**src/rtl/add_sub.sv**
```systemverilog
// WIDTH-bit adder/subtractor sharing one adder for a+b and a-b, with combinational flags
// and a one-cycle registered copy of the result and flags.
module add_sub #(
  parameter int unsigned WIDTH = 32
) (
  input  logic             CLK,
  input  logic             RST_N,
  input  logic             is_sub,
  input  logic [WIDTH-1:0] a,
  input  logic [WIDTH-1:0] b,
  output logic [WIDTH-1:0] out,
  output logic             carry,
  output logic             overflow,
  output logic             zero,
  output logic             negative,
  output logic [WIDTH-1:0] out_q,
  output logic [3:0]       flags_q
);

  logic [WIDTH-1:0] bx;
  logic [WIDTH:0]   sum;

  // Subtraction reuses the adder as a + ~b + 1; carry-out then means "no borrow".
  always_comb begin
    bx       = b ^ {WIDTH{is_sub}};
    sum      = {1'b0, a} + {1'b0, bx} + {{WIDTH{1'b0}}, is_sub};
    out      = sum[WIDTH-1:0];
    carry    = sum[WIDTH];
    overflow = (a[WIDTH-1] == bx[WIDTH-1]) && (out[WIDTH-1] != a[WIDTH-1]);
    zero     = (out == '0);
    negative = out[WIDTH-1];
  end

  always_ff @(posedge CLK or negedge RST_N) begin
    if (!RST_N) begin
      out_q   <= '0;
      flags_q <= 4'b0000;
    end else begin
      out_q   <= out;
      flags_q <= {carry, overflow, zero, negative};
    end
  end

endmodule

```
**config.mk**
```make
export PLATFORM = sky130hd
export DESIGN_NAME = add_sub
export DESIGN_NICKNAME = d
export VERILOG_FILES = /design/src/rtl/add_sub.sv
export SDC_FILE = /design/constraint.sdc
export NUM_CORES = 1
export LEC_CHECK = 0
export ABC_AREA = 1
export CAP_MARGIN = 20
export CORE_AREA = 2 2 110 91
export DETAILED_ROUTE_END_ITERATION = 8
export DIE_AREA = 0 0 112 93
export PLACE_DENSITY = 0.77
export SYNTH_ARGS = -nofsm -noshare
export SYNTH_HDL_FRONTEND = slang
export SYNTH_SLANG_ARGS = --single-unit
```
**constraint.sdc**
```tcl
create_clock -name CLK -period 3.8 [get_ports CLK]
set_input_delay 0.95 -clock CLK [delete_from_list [all_inputs] [get_ports CLK]]
set_output_delay 0.95 -clock CLK [all_outputs]
set_load 0.01 [all_outputs]
```
==> summary.md, run 1 <==
| Metric | Value |
|---|---|
| # DRC | 0 |
| CP Data Required Time | approximately 2.9 ns |
| Most used cell, CP | nand2_2 |
| Average size of a mapped cell | 6.29 µm² |
| Mapped cell area | 0.00375 mm² |
| Port bufs | approximately 140 |
| Critical Path, Cell by Cell | clkdlybuf4s50_1 > ha_4 > buf_4 > nor2_2 > nand2_4 > nand3_2 > nand2_2 > nand2_2 > buf_4 > nand3b_1 > nand2_2 > nand2_1 > nor2_1 > nand3_1 > nor2_1 > nand2_1 > nor2_2 > buf_2 |
| Overall die height | ~93 µm |
| Net Sw Power | approximately 0.0015 W |
| Nets@finish | approximately 1.0k |
| CTS buffer count | 5 |
| HPWL after DPL | 11300 µm |
| Core area | around 0.0094 mm² |
| CTS tree | built |
| ANT cells | 0 |
| CP max stage delay | approximately 0.5 ns |
| Die area | about 0.010 mm² |
| CTS max path bufs | 2 |
| Final setup fails | 33 |
| Worst VDD drop | approximately 550 µV |
| Failing checks | negative setup slack |
| Arrival time of the worst setup path | 3.78 ns |
| Fillcell total | approximately 320 |
| Seq/Total Area, Yosys | 0.234 |
| H-tree Lvls | 2 |
| Crit Path Category | input port to output pin |
| Most frequent cells in the layout | 152 x buf_4, 85 x inv_1, 85 x nand2_1 |
| Internal | 0.00194 W |
| Comb pwr share | 0.723 |
| Synth top area share | 0.234 |
| Static Leak | about 4.3 nW |
| Max-slew violation total from the final report | 0 |
| Final hold vios | 0 |
| Post-DP Area | between 0.006 and 0.007 mm² |
| Final period util | 1.24 |
| Via density | 6.13 |
| Initial DRC count | 773 |
| Setup TNS | -10.19 ns |
| First-pass GRT wire length | around 25000 µm |
| Status | finished with violations |
| Initial Utilization | 0.400 |
| Cells after Synth | 596 |
| Syn. warnings | 0 |
| I/O pin count | roughly 140 |
| Vias in the first global route | around 5.2k |
| Cell area after layout | 0.00863 mm² |
| Fmax | approximately 0.21 GHz |
| Post-route ant nets | 0 |
| DRT Pass-1 Iters | 6 |
| Critical path origin | a[3] |
| Hold_ws | between 1 and 1.5 ns |
| Period minus WS final | between 4 and 5 ns |
| RD Place Congestion | 0.917 |
| Drt total wl | between 20000 and 30000 µm |
| MaxCap Viol Count | 0 |
| Row count | 32 |
| Initial antenna violation count | 0 |
| Setup WS pre-CTS | -1.18 ns |
| Die width | 112 µm |
| Via count | between 6k and 7k |
| Area Overhead vs Synth | 130% |
| Post-synth cell types | 28 |
| Share of layout cells above drive strength 1 | 0.579 |
| Drt wl/cell | around 25 µm |
| Sequential Power Share | 0.144 |
| Synthesized net count | about 700 |
| Net Sw Frac | 0.438 |
| Util after Layout | 0.921 |
| Actual slew at the worst max-slew pin | around 0.42 ns |
| CTS sink count | 35 |
| Crit Path Max Fanout | 3 |
| Largest net degree at the start of global routing | 36 |
| Largest cells by area after synthesis | dfrtp_1 23%, nand2_1 19%, ha_1 11% |
| CTS root buf | clkbuf_16 |
| Yosys reg bits | 35 |
| Tot GR Track Use | 0.301 |
| Slowest-stage cell, CP | clkdlybuf4s50_1 |
| Crit path launch type | input port |
| Worst setup margin | -0.926 ns |
| Clk pwr share | 0.134 |
| Worst hold path type | input port to async pin |
| Most common cell after layout, fill and taps aside | buf_4 |
| RSZ-0062 raised after global routing | true |
| Grt ovf | 0 |
| Critical Path Sink Type | output pin |
| Slew margin rel. | 0.720 |
| Pwr per Cell Area | between 300 and 400 mW/mm² |
| Clock Pin Slew Worst Setup and Hold Paths | about 0.05 ns |
| Yosys top cell by area | dfrtp_1 |
==> repair_timing <==
action	in CTS	in global routing
buffers inserted	39	24
hold buffers	0	0
endpoints found under the setup margin	34	33
pin swaps	157	133
gates cloned	2	1
gates resized for setup	383	225
endpoints found under the hold margin	0	0
==> power by group through the flow <==
stage / combinational [W] / clock [W] / sequential (W)
global route: 0.00255 / 0.000476 / 0.000504
finish: 0.00249 / 0.000460 / 0.000495
CTS: 0.00190 / 0.000461 / 0.000493
floorplan: 0.000622 / 0 / 0.000547
global placement: 0.00159 / 0 / 0.000493
detailed placement: 0.00161 / 0 / 0.000496
==> synthesized netlist by cell type, drive strengths merged <==
cell type,number
dfrtp,35
nand3,40
buf,3
clkbuf,3
fa,1
and2,1
nand3b,5
a21oi,34
inv,113
xor2,34
nor2,58
o21bai,4
ha,34
nand2,198
o21a,1
xnor2,2
o21ai,14
nand4,7
a211oi,1
nor3,8
==> worst max-delay path, delay by kind of cell <==
family | cells | cell delay [ns]
adders and majority gates | 1 | 0.22
buffers and inverters | 4 | 0.92
and+or+nand+nor | 13 | 1.66
==> kinds of logic after synthesis <==
family,Yosys count,synth area share
AND/OR/NAND/NOR,317,0.364
buffers and inverters,119,0.122
AO/OA/AOI/OAI,54,0.0781
XOR/XNOR,36,0.0841
adder cells (fa/ha/maj),35,0.119
flip-flops,35,0.234
==> through the flow <==
step	cells	total power (W)
3_5_place_dp	965	0.00211
5_1_grt	1035	0.00353
6_report	1035	0.00344
4_1_cts	1013	0.00285
3_3_place_gp	965	0.00208
2_1_floorplan	596	0.00117
==> metal layers <==
layer	GRT usage	share of wire	up-vias
met3	0.0480	0.13	290
met1	0.383	0.33	2892
met4	0.106	0.10	0
met5	0	0	-
li1	-	-	2466
met2	0.521	0.44	700
==> final timing paths <==
path / end / slack [ns] / depth (start not counted)
worst max-delay path: zero / -0.93 / 18
worst min-delay path: out_q[0]$_DFF_PN0_ / 1.08 / 2
max in group asynchronous: flags_q[0]$_DFF_PN0_ / 2.41 / 2
min in group CLK: out_q[0]$_DFF_PN0_ / 1.13 / 4
==> registers in the layout, indices dropped and copies added (netlist names) <==
register	cells
out_q	31
flags_q	4
==> cell type report <==
| class | instances | area (µm²) | area share |
|---|---|---|---|
| inverter | 113 | 434 | 0.0503 |
| clock buffer | 5 | 125 | 0.0145 |
| sequential | 35 | 876 | 0.102 |
| clock inverter | 3 | 43.8 | 0.00508 |
| multi-input combinational | 442 | 4150 | 0.481 |
| tap | 119 | 149 | 0.0173 |
| timing repair buffer | 318 | 2850 | 0.330 |
Note: power is estimated with default switching activity, not from simulation.
==> inputs of run 2 (changes only) <==
--- a/config.mk
+++ b/config.mk
@@ -10,6 +10,7 @@
 export CORE_AREA = 2 2 110 91
 export DETAILED_ROUTE_END_ITERATION = 8
 export DIE_AREA = 0 0 112 93
+export MAX_ROUTING_LAYER = met4
 export PLACE_DENSITY = 0.77
 export SYNTH_ARGS = -nofsm -noshare
 export SYNTH_HDL_FRONTEND = slang
==> summary.md, run 2 (same netlist as run 1, synthesis figures left out) <==
| Metric | Value |
|---|---|
| Max-slew violation total from the final report | 0 |
| Initial Utilization | 0.400 |
| CP max stage delay | roughly 0.38 ns |
| Fmax | 0.220 GHz |
| Finished Layout Cells | about 1.0k |
| DRT Pass-1 Iters | 7 |
| RD Place Congestion | approximately 0.88 |
| Post-DP Area | between 0.006 and 0.007 mm² |
| H-tree Lvls | 2 |
| Via count | 6098 |
| Reg with most FFs | out_q |
| Arrival time of the worst setup path | between 3 and 4 ns |
| Grt ovf | 0 |
| Hold_ws | between 1 and 1.5 ns |
| Share of layout cells above drive strength 1 | 0.566 |
| Core area | 0.00937 mm² |
| Clock Pin Slew Worst Setup and Hold Paths | roughly 0.060 ns |
| Critical Path, Cell by Cell | buf_12 > buf_16 > xor2_1 > ha_1 > buf_4 > nand2_4 > nor2_2 > inv_1 > nor3_4 > nand2_2 > nand2_2 > nand2_2 > nand2_2 > nand3_2 > nor2_2 > nand2_1 > nor2_2 > buf_2 |
| Worst hold path type | input port to async pin |
| Crit path launch type | input port |
| Static Leak | 4.26 nW |
| Fillcell total | approximately 400 |
| Post-route ant nets | 0 |
| Most frequent cells in the layout | 142 x buf_4, 90 x nand2_2, 88 x inv_1 |
| Biggest regs | out_q x31, flags_q x4 |
| Cell area after layout | 0.00847 mm² |
| Status | finished with violations |
| Initial antenna violation count | 0 |
| Most common cell after layout, fill and taps aside | buf_4 |
| Final setup fails | 29 |
| Die area | between 0.01 and 0.015 mm² |
| Failing checks | negative setup slack |
| Critical path origin | is_sub |
| Actual slew at the worst max-slew pin | 0.440 ns |
| HPWL after DPL | 11400 µm |
| CTS sink count | 35 |
| Pwr per Cell Area | between 400 and 500 mW/mm² |
| Port bufs | around 140 |
| Crit Path Max Fanout | 5 |
| Slew margin rel. | 0.707 |
| Via density | between 5 and 6 |
| Max reg flops | 31 |
| CTS root buf | clkbuf_16 |
| MaxCap Viol Count | 0 |
| Worst setup margin | -0.737 ns |
| # DRC | 0 |
| Drt wl/cell | between 20 and 25 µm |
| I/O pin count | roughly 140 |
| RSZ-0062 raised after global routing | true |
| Total power | between 0.003 and 0.004 W |
| Area Overhead vs Synth | 126% |
| Die width | 112 µm |
| Period minus WS final | between 4 and 5 ns |
| Worst VDD drop | about 570 µV |
| ANT cells | 0 |
| CTS tree | built |
| Tot GR Track Use | 0.353 |
| Slowest-stage cell, CP | ha_1 |
| CTS buffer count | 5 |
| Dpl cells | between 900 and 1k |
| Final hold vios | 0 |
| Vias in the first global route | about 5.7k |
| Final period util | 1.19 |
| CP Data Required Time | about 2.9 ns |
| Row count | 32 |
| First-pass GRT wire length | around 29000 µm |
| Overall die height | between 90 and 100 µm |
| Nets@finish | 1030 |
| Most used cell, CP | nand2_2 |
| Drt total wl | 23200 µm |
| Initial DRC count | roughly 710 |
| Largest net degree at the start of global routing | 36 |
| Crit Path Category | input port to output pin |
| Critical Path Sink Type | output pin |
| CTS max path bufs | 2 |
## run 2: cell count changes in the layout (fill, tap and decap cells not counted), sizes merged
cell           before  now
buf               205  223
clkbuf             11    9
clkdlybuf4s15       6    0
clkdlybuf4s50      61   67
clkinv              2    1
dlygate4sd2        25   34
dlymetal6s2s       15    4
## run 2: worst paths after layout
path / endpoint / cells after the start / slack, ns
worst max-delay path: zero / 18 / -0.74
worst min-delay path: out_q[2]$_DFF_PN0_ / 2 / 1.09
max in group asynchronous: flags_q[0]$_DFF_PN0_ / 2 / 2.39
min in group CLK: out_q[0]$_DFF_PN0_ / 4 / 1.24
## run 2: what timing repair did
action	CTS	global route
endpoints found under the setup margin	34	33
pin swaps	170	74
setup buffers	76	14
cloned	2	0
hold endpoints to repair	0	0
resized for setup	454	141
hold buffers	0	0
## run 2: per-layer routing
layer | routed length (µm) | part of all wire | vias up | global-route usage
met2 | 10700 | 0.46 | 569 | 0.594
li1 | - | - | 2506 | -
met5 | 0 | 0 | - | -
met3 | 2500 | 0.11 | 198 | 0.0337
met1 | 8020 | 0.35 | 2825 | 0.443
met4 | 1980 | 0.085 | 0 | 0.142
## run 2: layout make-up
type / instances / area [µm²] / area share
flip-flops and latches: 35 / 876 / 0.103
clock inverters: 2 / 35.0 / 0.00414
clock buffers: 6 / 139 / 0.0164
multi-input cells: 442 / 3800 / 0.448
repair buffers: 331 / 3030 / 0.358
inverters: 113 / 442 / 0.0521
well taps: 119 / 149 / 0.0176
## run 2: stage by stage
step / setup slack, ns / TNS (ns) / util
2_1_floorplan: -0.0830 / -0.0830 / -
3_3_place_gp: -1.15 / -21.15 / 0.656
3_5_place_dp: -1.15 / -22.59 / 0.656
4_1_cts: -0.410 / -3.41 / 0.839
5_1_grt: -0.841 / -10.63 / 0.904
6_report: -0.737 / -9.62 / 0.904
## run 2: worst max-delay path: cells and delay by family
family | cells | cell delay, ns
simple gates | 11 | 1.33
xor+xnor | 1 | 0.16
buf+inv | 5 | 0.77
fa+ha+maj | 1 | 0.38
## run 2: power breakdown
part           total (W)  switching, W  internal (W)  leakage (nW)
sequential      0.000500     0.0000349      0.000465         0.415
combinational    0.00249       0.00129       0.00120          3.76
clock           0.000479      0.000153      0.000326        0.0868
